`src/rtl/xcfi_check_scheduler_if.sv`:
```
// Interface bundling the retirement (RVFI) inputs and the scheduler status
// outputs of xcfi_check_scheduler.
//   master : retirement source / observer (drives rvfi_*, reads status)
//   slave  : the scheduler itself (reads rvfi_*, drives status)
// Signals:
//   rvfi_valid  - an instruction retires this cycle
//   rvfi_order  - order number of the retiring instruction
//   rvfi_halt   - the retiring instruction halts the core
//   check       - one-cycle check strobe
//   check_order - rvfi_order captured when check fired
//   armed/done/timeout/halted - status flags
//   cycle/retired - saturating cycle and retirement counters
interface xcfi_check_scheduler_if;
    logic        rvfi_valid;
    logic [63:0] rvfi_order;
    logic        rvfi_halt;
    logic        check;
    logic [63:0] check_order;
    logic        armed;
    logic        done;
    logic        timeout;
    logic        halted;
    logic [7:0]  cycle;
    logic [7:0]  retired;

    modport master (
        output rvfi_valid, rvfi_order, rvfi_halt,
        input  check, check_order, armed, done, timeout, halted, cycle, retired
    );

    modport slave (
        input  rvfi_valid, rvfi_order, rvfi_halt,
        output check, check_order, armed, done, timeout, halted, cycle, retired
    );
endinterface

```
`src/rtl/xcfi_check_scheduler.sv`:
```
// Schedules a single formal-style check on a retiring instruction inside a
// cycle window [CHECK_CYCLE, TIMEOUT_CYCLE], once at least MIN_RETIRE
// retirements (including the checked one) have been seen.
// Ports:
//   clock - rising-edge clock
//   reset - asynchronous active-high reset
//   bus   - xcfi_check_scheduler_if.slave (RVFI inputs, status outputs)
module xcfi_check_scheduler #(
    parameter int unsigned CHECK_CYCLE   = 15,
    parameter int unsigned MIN_RETIRE    = 1,
    parameter int unsigned TIMEOUT_CYCLE = 40
) (
    input  logic                   clock,
    input  logic                   reset,
    xcfi_check_scheduler_if.slave  bus
);

    if (CHECK_CYCLE < 2 || CHECK_CYCLE >= TIMEOUT_CYCLE || TIMEOUT_CYCLE > 254 ||
        MIN_RETIRE < 1 || MIN_RETIRE > 255) begin : g_bad_params
        $error("xcfi_check_scheduler: illegal parameter combination");
    end

    localparam logic [7:0] ARM_AT     = 8'(CHECK_CYCLE - 1);
    localparam logic [7:0] TIMEOUT_AT = 8'(TIMEOUT_CYCLE);
    localparam logic [8:0] MIN_RET9   = 9'(MIN_RETIRE);

    typedef enum logic [2:0] {
        WARMUP,
        ARMED,
        DONE,
        TIMEOUT,
        HALTED
    } state_t;

    state_t      state, state_nx;
    logic [7:0]  cycle_q;
    logic [7:0]  retired_q;
    logic [63:0] check_order_q;
    logic        halted_q;
    logic        check_w;
    logic        halt_ret;

    assign halt_ret = bus.rvfi_valid && bus.rvfi_halt;

    always_ff @(posedge clock or posedge reset) begin
        if (reset) begin
            state         <= WARMUP;
            cycle_q       <= 8'd1;
            retired_q     <= '0;
            check_order_q <= '0;
            halted_q      <= 1'b0;
        end else begin
            state <= state_nx;
            if (cycle_q != 8'hFF)
                cycle_q <= cycle_q + 8'd1;
            if (bus.rvfi_valid && retired_q != 8'hFF)
                retired_q <= retired_q + 8'd1;
            if (check_w)
                check_order_q <= bus.rvfi_order;
            if (halt_ret)
                halted_q <= 1'b1;
        end
    end

    always_comb begin
        state_nx = state;
        // retired+1 at 9 bits so a saturated counter still compares correctly
        check_w  = (state == ARMED) && bus.rvfi_valid &&
                   (({1'b0, retired_q} + 9'd1) >= MIN_RET9);
        case (state)
            WARMUP: begin
                if (halt_ret)
                    state_nx = HALTED;
                else if (cycle_q == ARM_AT)
                    state_nx = ARMED;
            end
            ARMED: begin
                // check beats both halt and timeout
                if (check_w)
                    state_nx = DONE;
                else if (halt_ret)
                    state_nx = HALTED;
                else if (cycle_q == TIMEOUT_AT)
                    state_nx = TIMEOUT;
            end
            default: state_nx = state;
        endcase
    end

    assign bus.check       = check_w;
    assign bus.check_order = check_order_q;
    assign bus.armed       = (state == ARMED);
    assign bus.done        = (state == DONE) || (state == TIMEOUT) || (state == HALTED);
    assign bus.timeout     = (state == TIMEOUT);
    assign bus.halted      = halted_q;
    assign bus.cycle       = cycle_q;
    assign bus.retired     = retired_q;

endmodule

```
`src/flat_wrapper.sv`:
```
// flat-port wrapper written by rule: the top's interface ports become plain ports
module xcfi_check_scheduler_flat 
#(
    parameter int unsigned CHECK_CYCLE   = 15,
    parameter int unsigned MIN_RETIRE    = 1,
    parameter int unsigned TIMEOUT_CYCLE = 40
)
  (clock, reset, bus_rvfi_valid, bus_rvfi_order, bus_rvfi_halt, bus_check, bus_check_order, bus_armed, bus_done, bus_timeout, bus_halted, bus_cycle, bus_retired);
  xcfi_check_scheduler_if bus_i ();
  input  logic clock;
  input  logic reset;
  input wire logic [$bits(bus_i.rvfi_valid)-1:0] bus_rvfi_valid;
  input wire logic [$bits(bus_i.rvfi_order)-1:0] bus_rvfi_order;
  input wire logic [$bits(bus_i.rvfi_halt)-1:0] bus_rvfi_halt;
  output wire logic [$bits(bus_i.check)-1:0] bus_check;
  output wire logic [$bits(bus_i.check_order)-1:0] bus_check_order;
  output wire logic [$bits(bus_i.armed)-1:0] bus_armed;
  output wire logic [$bits(bus_i.done)-1:0] bus_done;
  output wire logic [$bits(bus_i.timeout)-1:0] bus_timeout;
  output wire logic [$bits(bus_i.halted)-1:0] bus_halted;
  output wire logic [$bits(bus_i.cycle)-1:0] bus_cycle;
  output wire logic [$bits(bus_i.retired)-1:0] bus_retired;
  assign bus_i.rvfi_valid = bus_rvfi_valid;
  assign bus_i.rvfi_order = bus_rvfi_order;
  assign bus_i.rvfi_halt = bus_rvfi_halt;
  assign bus_check = bus_i.check;
  assign bus_check_order = bus_i.check_order;
  assign bus_armed = bus_i.armed;
  assign bus_done = bus_i.done;
  assign bus_timeout = bus_i.timeout;
  assign bus_halted = bus_i.halted;
  assign bus_cycle = bus_i.cycle;
  assign bus_retired = bus_i.retired;
  xcfi_check_scheduler #(.CHECK_CYCLE(CHECK_CYCLE), .MIN_RETIRE(MIN_RETIRE), .TIMEOUT_CYCLE(TIMEOUT_CYCLE)) u_core (.clock(clock), .reset(reset), .bus(bus_i));
endmodule
```
`config.mk`:
```
export PLATFORM = sky130hd
export DESIGN_NAME = xcfi_check_scheduler_flat
export DESIGN_NICKNAME = d
export VERILOG_FILES = /design/src/rtl/xcfi_check_scheduler_if.sv /design/src/rtl/xcfi_check_scheduler.sv /design/src/flat_wrapper.sv
export SDC_FILE = /design/constraint.sdc
export NUM_CORES = 1
export LEC_CHECK = 0
export CAP_MARGIN = 20
export CORE_MARGIN = 2
export CORE_UTILIZATION = 45
export DETAILED_ROUTE_END_ITERATION = 6
export DONT_BUFFER_PORTS = 1
export GPL_TIMING_DRIVEN = 0
export PLACE_DENSITY_LB_ADDON = 0.12
export SLEW_MARGIN = 20
export SYNTH_ARGS = -nofsm -noshare
export SYNTH_HDL_FRONTEND = slang
export SYNTH_SLANG_ARGS = --single-unit
```
`constraint.sdc`:
```
create_clock -name clock -period 3.1 [get_ports clock]
set_input_delay 0 -clock clock [delete_from_list [all_inputs] [get_ports clock]]
set_output_delay 0 -clock clock [all_outputs]
set_load 0.03 [all_outputs]
```
# Yosys cells after proc, flatten, opt, wreduce, memory -nomap -nowiden
# Cells that the tools add are included.
# Widths: inputs -> output; s select.
# classes
addsub,3
n_mul,0
div_mod_pow,0
order_cmp,1
eq_ne,10
shifts,0
muxes,6
bitwise_logic,0
n_reduce_logical,9
# ops
cell,n
$add 8x1->8 const B,2
$ne 8x8->1 const B,2
$mux 3,5
$add 8x1->9 const B,1
$ge 9x1->1 const B,1
$eq 8x4->1 const B,1
$eq 8x6->1 const B,1
$eq 3x2->1 const B,2
$pmux 3 s2,1
$logic_and 1x1->1,4
$ne 4x2->1 const B,1
$eq 3x1->1 const B,1
$eq 3x3->1 const B,1
$logic_not 3->1,1
$ne 3x1->1 const B,1
$reduce_and 3->1,1
$logic_or 1x1->1,2
$reduce_bool 2->1,1
# word_totals
ff_bits,84
latchBits,0
mem_bits_rw,0
rom_bits,0
output_inout_bits,85
wordCells,34
mem_count,0

# Depth between registers and ports, before layout
# Gate-level depths: netlist of run 1.
# logic_depth
word_depth,5
mapped_depth,8

# Worst setup path before layout of run 1
# OpenSTA, ideal clock, no wires.
# synth_timing
kind,register -> register
startpoint,register u_core.retired_q[0] (netlist: u_core.bus.retired[0])
endpoint,register u_core.check_order_q[0] (netlist: u_core.bus.check_order[0])
arrival_ns,2.167
required_ns,2.975
setup_slack_ns,0.808
path_stages_with_launch,9
period_less_slack_ns,2.292
cell_sequence,dfrtp_1 > ha_1 > a2111oi_0 > a31oi_1 > o22ai_1 > a31oi_1 > buf_4 > buf_6 > mux2_4
# synth_via
elab_chain_len,3
# synth_lines
item,line,source
"start, declared",xcfi_check_scheduler.sv:37,logic [7:0] retired_q;
"start signal, assigned",xcfi_check_scheduler.sv:57,retired_q <= retired_q + 8'd1;
$add 8x1->9,xcfi_check_scheduler.sv:69,"(({1'b0, retired_q} + 9'd1) >= MIN_RET9);"
$ge 9x1->1,xcfi_check_scheduler.sv:69,
$logic_and 1x1->1,xcfi_check_scheduler.sv:68,check_w = (state == ARMED) && bus.rvfi_valid &&
"end signal, assigned",xcfi_check_scheduler.sv:59,check_order_q <= bus.rvfi_order;
"end, declared",xcfi_check_scheduler.sv:38,logic [63:0] check_order_q;
# Every way passes these cells.
# A chain may end at the register's enable or synchronous reset.

# Final worst setup path of run 1
# layout_timing
startpoint,register u_core.retired_q[1] (netlist: u_core.bus.retired[1])
endpoint,register u_core.check_order_q[43] (netlist: u_core.bus.check_order[43])
# layout_via
elab_chain_len,3
# layout_lines
item,line,source
$add 8x1->9,xcfi_check_scheduler.sv:69,
$ge 9x1->1,xcfi_check_scheduler.sv:69,
$logic_and 1x1->1,xcfi_check_scheduler.sv:68,
named net bus_check,flat_wrapper.sv:15,output wire logic [$bits(bus_i.check)-1:0] bus_check;
# The timed path passes the listed nets, and every way through them passes these cells.

==> results.toml, run 1 <==
[floorplan]
die_x_um = 92.14
fp-row-count = 32
initial_utilization = 0.4595
dieArea_um2 = 8490
io_pins = 153
core_um2 = 7607
fp.dieH_um = 92.14

[timing]
hold_violations = 0
layout_setup_ws_ps = 397.1
tightestPinTransition_ps = 618.0
finalCritPeriodShare = 0.8719
final_max_slew_viol_count = 0
clock_skew_ps = 8.516
finalCriticalPeriod_ps = 2703
max_slew_margin = 0.5861
fmax_mhz = 370.0
rsz0062_at_grt = "no"
setup_violations = 0

[detailed_routing]
via_per_inst = 5.019
first_iter_violations = 40
drt-total-wl_mm = 7.356
remaining_drc_errors = 0
ant_nets = 0
routedWlPerCell_um = 17.23
dr.pass1.iters = 4
vias = 2143

[layout]
drive_above_1_share = 0.2862
area_delta_synth_final_pct = 29.28
seq_area_um2 = 2103
fin_util = 0.5941
nets = 393
multiInputGateArea_um2 = 1297
fill_cells = 619
diodes = 0
stdcell_area_um2 = 4519

[setup_path]
endpoint_kind = "flip-flop"
worstReg2RegStart = "u_core.bus.retired[1]"
r2r-end = "u_core.bus.check_order[43]"
cp-start-kind = "flip-flop"
cp_max_fo = 10
worstPathArrival_ps = 2930
critical_path.startpoint = "u_core.bus.retired[1]"
reg2reg_depth = 7
r2r_slack_ps = 400
required_ps = 3320
critPathKind = "flip-flop to flip-flop"
crit_end = "u_core.bus.check_order[43]"

[placed_design]
post-place-ws_ps = 348.0
place_hpwl_mm = 4.753
post_dp_cell_area_um2 = 3646
portBuffers = 0
routabilityCongestion = 0.7715

[run_status]
outcome = "finished clean"

[clock_network]
root_buffer = "clkbuf_8"
clk_pin_slew_ps = 80
postCtsResizedCells = 0
cts_buffer_depth = 2
cts_tree = "built"
clkSinkCount = 84
cts_max_level = 3
cts_inserted_buffers = 9
clk_latency_ps = 340

[synthesis]
ys_seq_area_frac = 0.6016
avgSynthCellArea_um2 = 14.51
async_flop_share = 1.000
synth_edf_count = 0
synth_cell_type_count = 34
syn_nets = 314
syn_inst = 241
ys_seq_elements = 84
netlist_area_um2 = 3496
synth_warnings = 0
synth_flop_cell = "dfrtp_1"

[worst_hold_path]
hold_class = "input port to asynchronous set/reset pin"

[global_route]
grt_pass1_wl_mm = 11.96
grt_pass1_vias = 2303
grtUsageTotal = 0.1811
gr-total-overflow = 0
antenna_found_initial = 0
grt_max_degree = 44

[power]
p_leak_nw = 2.176
p_clk_frac = 0.335
internal-power_mw = 1.677
sw_frac_of_total = 0.2751
p_switching_mw = 0.6364
p_seq_frac = 0.550
vdd.ir_drop.worst_mv = 0.3519
p_comb_frac = 0.115
powerDensity_nw_per_um2 = 511.9

[run]
cap_violations = 0
## worst min-delay path by stage
stage                    from                    endpoint  slack, ps  cells past startpoint
2_1_floorplan  bus_rvfi_valid       u_core.bus.retired[7]        100                      1
3_3_place_gp   bus_rvfi_valid       u_core.bus.retired[7]        100                      1
3_5_place_dp            reset  u_core.bus.check_order[24]        -40                      1
4_1_cts                 reset  u_core.bus.check_order[24]        180                      2
5_1_grt                 reset  u_core.bus.check_order[24]        210                      2
6_report                reset  u_core.bus.check_order[31]        170                      2
## routing by layer
metal	global-route usage	vias to the layer above	wire length [um]
met2	0.2813	107	3509
met4	0.07587	0	144
met3	0.06081	13	676
li1	-	1007	-
met5	0	-	0
met1	0.2330	1016	3026
## power by group through the flow
stage | clock (mW) | combinational, mW | sequential [mW]
2_1_floorplan | 0 | 0.167 | 1.28
3_3_place_gp | 0 | 0.192 | 1.30
3_5_place_dp | 0 | 0.199 | 1.29
4_1_cts | 0.809 | 0.270 | 1.27
5_1_grt | 0.860 | 0.305 | 1.28
6_report | 0.775 | 0.266 | 1.27
## placed cells by master (no fill, tap or decap), types with 4 or more instances in the layout
cell / synthesis / final
dlygate4sd3_1: 0 / 67
nand3_1: 6 / 6
mux2_4: 20 / 20
ha_1: 5 / 5
a21oi_1: 4 / 4
inv_1: 9 / 8
clkbuf_8: 0 / 10
buf_2: 4 / 4
a31oi_1: 6 / 6
mux2_2: 46 / 46
nand2_1: 10 / 10
nor2_1: 5 / 5
xnor2_1: 6 / 6
and3_1: 7 / 7
dfrtp_1: 83 / 83
## synth_stat cells, types with 3 or more instances
master	count	share of area
dfrtp_1	83	0.59
mux2_2	46	0.15
mux2_4	20	0.086
nand2_1	10	0.011
inv_1	9	0.0097
and3_1	7	0.013
a31oi_1	6	0.011
nand3_1	6	0.0086
xnor2_1	6	0.015
ha_1	5	0.018
nor2_1	5	0.0054
a21oi_1	4	0.0057
buf_2	4	0.0057
buf_6	3	0.0097
nand4_1	3	0.0054
o21a_1	3	0.0064
## cells by family (layout without fill, tap and decap cells)
| family | count (synthesis) | in the layout | synth area share |
|---|---|---|---|
| compound gates | 19 | 19 | 0.03472 |
| xor+xnor | 7 | 7 | 0.01754 |
| fa+ha+maj | 5 | 5 | 0.01790 |
| buf+inv | 17 | 101 | 0.02720 |
| flops | 84 | 84 | 0.6016 |
| mux | 66 | 66 | 0.2341 |
| simple gates | 43 | 43 | 0.06694 |
## layout make-up
type,instances,share of cell area
buffer,8,0.01357
clock buffer,11,0.03128
clock inverter,5,0.01357
inverter,9,0.008029
multi-input combinational,140,0.2871
sequential,84,0.4654
tap,102,0.02824
timing repair buffer,68,0.1528
## worst max-delay path, stage by stage, from the launching register on
cell,delay [ps]
dfrtp_1,590
ha_1,320
a2111oi_0,130
a31oi_1,170
o22ai_1,90
a31oi_1,460
buf_2,460
mux2_2,380
## through the flow
step | hold WS, ps | instances | setup TNS (ps) | total power [mW]
2_1_floorplan | 97.02 | 241 | 0 | 1.445
3_3_place_gp | 101.1 | 343 | -253.3 | 1.487
3_5_place_dp | -43.70 | 344 | 0 | 1.494
4_1_cts | 182.9 | 427 | 0 | 2.351
5_1_grt | 211.3 | 427 | 0 | 2.448
6_report | 169.2 | 427 | 0 | 2.314
## sequential cells by signal, indices dropped and copies added (netlist names)
| signal | flops |
|---|---|
| u_core.bus.retired | 8 |
| u_core.bus.cycle | 8 |
| u_core.bus.halted | 1 |
| u_core.bus.check_order | 64 |
| u_core.state | 3 |
## what timing repair did
action                    4_1_cts  5_1_grt
hold endpoints to repair      132        0
hold buffers                   67        0
buffers inserted                0        0
Power figures use the tool's default switching activity.
==> run 2: changes to the inputs <==
--- a/config.mk
+++ b/config.mk
@@ -5,6 +5,7 @@
 export SDC_FILE = /design/constraint.sdc
 export NUM_CORES = 1
 export LEC_CHECK = 0
+export ABC_AREA = 1
 export CAP_MARGIN = 20
 export CORE_MARGIN = 2
 export CORE_UTILIZATION = 45
==> results.toml, run 2 <==
[global_route]
gr-total-overflow = 0
grt_pass1_vias = 2979
grtUsageTotal = 0.1926
antenna_found_initial = 0
grt_max_degree = 55
grt_pass1_wl_mm = 13.58

[synthesis]
ys_seq_area_frac = 0.5533
synth_top_area_frac = 0.5464
yosys-top-cells-area = "dfrtp_1 55%, nand2_1 18%, nand2_2 8.6%, inv_1 2.7%, buf_12 2.6%"
yosysMostFrequentCell = "nand2_1"
synth_common_cells = "186 x nand2_1, 83 x dfrtp_1, 52 x nand2_2"
synth_flop_cell = "dfrtp_1"
synth_edf_count = 0
syn_inst = 435
async_flop_share = 1.000
syn_nets = 508
synth_cell_type_count = 28
ys_seq_elements = 84
avgSynthCellArea_um2 = 8.738
netlist_area_um2 = 3801
synth_warnings = 0
yosys.area.top_type = "dfrtp_1"

[clock_network]
root_buffer = "clkbuf_8"
cts_buffer_depth = 2
cts_max_level = 3
clkSinkCount = 84
clk_pin_slew_ps = 80
cts_tree = "built"
cts_inserted_buffers = 9
clk_latency_ps = 340

[setup_path]
cpMostUsedCell = "nand2_1"
critPathKind = "flip-flop to flip-flop"
r2r_slack_ps = 720
critPathTopFamily = "simple AND/OR/NAND/NOR gates"
cp_max_fo = 10
worstPathArrival_ps = 2610
cpPeakStageDelay_ps = 590
cp-start-kind = "flip-flop"
critPathBufInv = 5
endpoint_kind = "flip-flop"
cp_slowest_cell = "dfrtp_1"
path_cells = "inv_1 -> ha_1 -> inv_1 -> nand2_1 -> nor2_1 -> nand2_1 -> nor2_1 -> nand2_1 -> nor2_2 -> nand2_2 -> nand2_4 -> inv_2 -> buf_6 -> buf_12 -> nand2_2 -> nand2_1"
required_ps = 3320

[layout]
area_delta_synth_final_pct = 26.79
drive_above_1_share = 0.1734
fin_util = 0.5866
diodes = 0
largest_reg_flops = 64
final_cell_mix = "186 x nand2_1, 83 x dfrtp_1, 68 x dlygate4sd3_1"
stdcell_area_um2 = 4820
nets = 588
layout_commonest_cell = "nand2_1"
fill_cells = 695

[run]
cap_violations = 0

[power]
powerDensity_nw_per_um2 = 484.9
p_leak_nw = 2.533
vdd.ir_drop.worst_mv = 0.2031
totalPowerFinal_mw = 2.337

[floorplan]
fp.dieH_um = 95.91
die_x_um = 95.91
fp-row-count = 33
dieArea_um2 = 9198
core_um2 = 8217
initial_utilization = 0.4626
io_pins = 153

[detailed_routing]
ant_nets = 0
dr.pass1.iters = 4
vias = 3014
first_iter_violations = 57
drt-total-wl_mm = 8.771
routedWlPerCell_um = 14.06
remaining_drc_errors = 0
via_per_inst = 4.830

[placed_design]
portBuffers = 0
post_dp_cell_area_um2 = 3963
routabilityCongestion = 0.8070
place_hpwl_mm = 5.789

[timing]
setup_violations = 0
fmax_mhz = 419.6
finalCritPeriodShare = 0.7688
finalCriticalPeriod_ps = 2383
hold_violations = 0
max_slew_margin = 0.3157
rsz0062_at_grt = "no"
finalSetupTns_ps = 0
tightestPinTransition_ps = 1019
clock_skew_ps = 9.750
final_max_slew_viol_count = 0

[worst_hold_path]
hold_class = "input port to flip-flop"

[run_status]
outcome = "finished clean"
[run 2: worst min-delay path, delay by kind of cell]
kind            cells  cell delay [ps]
compound gates      2              260
simple gates        1               70
[run 2: cells by family (layout without fill, tap and decap cells)]
group / after synthesis / in the layout / share of synthesized area
adder cells (fa/ha/maj): 5 / 5 / 0.01646
AND/OR/NAND/NOR: 282 / 282 / 0.3242
XOR/XNOR: 5 / 5 / 0.01152
multiplexers: 1 / 1 / 0.002962
flip-flops: 84 / 84 / 0.5533
buffers and inverters: 43 / 127 / 0.07077
AO/OA/AOI/OAI: 15 / 15 / 0.02074
[run 2: path summary, 6_finish.rpt]
path,from,to,cells past startpoint
worst max-delay path,u_core.bus.retired[0],u_core.bus.check_order[1],16
worst min-delay path,bus_rvfi_valid,u_core.state[0],3
worst max register to register,u_core.bus.retired[0],u_core.bus.check_order[1],16
worst min register to register,u_core.state[2],u_core.state[2],2
max in group asynchronous,reset,u_core.bus.cycle[0],3
min in group asynchronous,reset,u_core.bus.cycle[3],2
[run 2: power breakdown]
part | total, mW | internal (mW) | leakage [nW] | switching (mW)
clock network | 0.699 | 0.328 | 0.0872 | 0.371
logic | 0.319 | 0.143 | 1.33 | 0.176
registers | 1.32 | 1.14 | 1.12 | 0.181
total | 2.34 | 1.61 | 2.53 | 0.727
[run 2: layer usage]
metal | part of all wire | wire (um) | global-route usage
met4 | 0.023 | 203 | 0.09048
met2 | 0.48 | 4232 | 0.3211
met3 | 0.078 | 681 | 0.05168
met1 | 0.42 | 3653 | 0.2321
met5 | 0 | 0 | 0
[run 2: timing repair]
item / CTS / global route
hold endpoints to repair: 153 / 0
resized for setup: 0 / 0
setup buffers: 0 / 0
hold buffers: 68 / 0
[run 2: area by class of cell]
type	count	area, um^2	area share
Clock buffer	11	151.4	0.03141
Clock inverter	4	25.02	0.005192
Timing Repair Buffer	69	708.2	0.1469
Inverter	28	107.6	0.02233
Buffer	15	163.9	0.03401
Tap cell	105	131.4	0.02726
Multi-Input combinational cell	308	1429	0.2965
Sequential cell	84	2103	0.4364
[run 2: stage by stage]
step / cells / worst slack, ps / hold WS, ps
2_1_floorplan: 435 / 936.5 / 103.9
3_3_place_gp: 540 / -44.15 / 105.3
3_5_place_dp: 541 / 706.5 / -94.91
4_1_cts: 624 / 681.0 / 32.32
5_1_grt: 624 / 421.2 / 73.99
6_report: 624 / 716.7 / 40.88
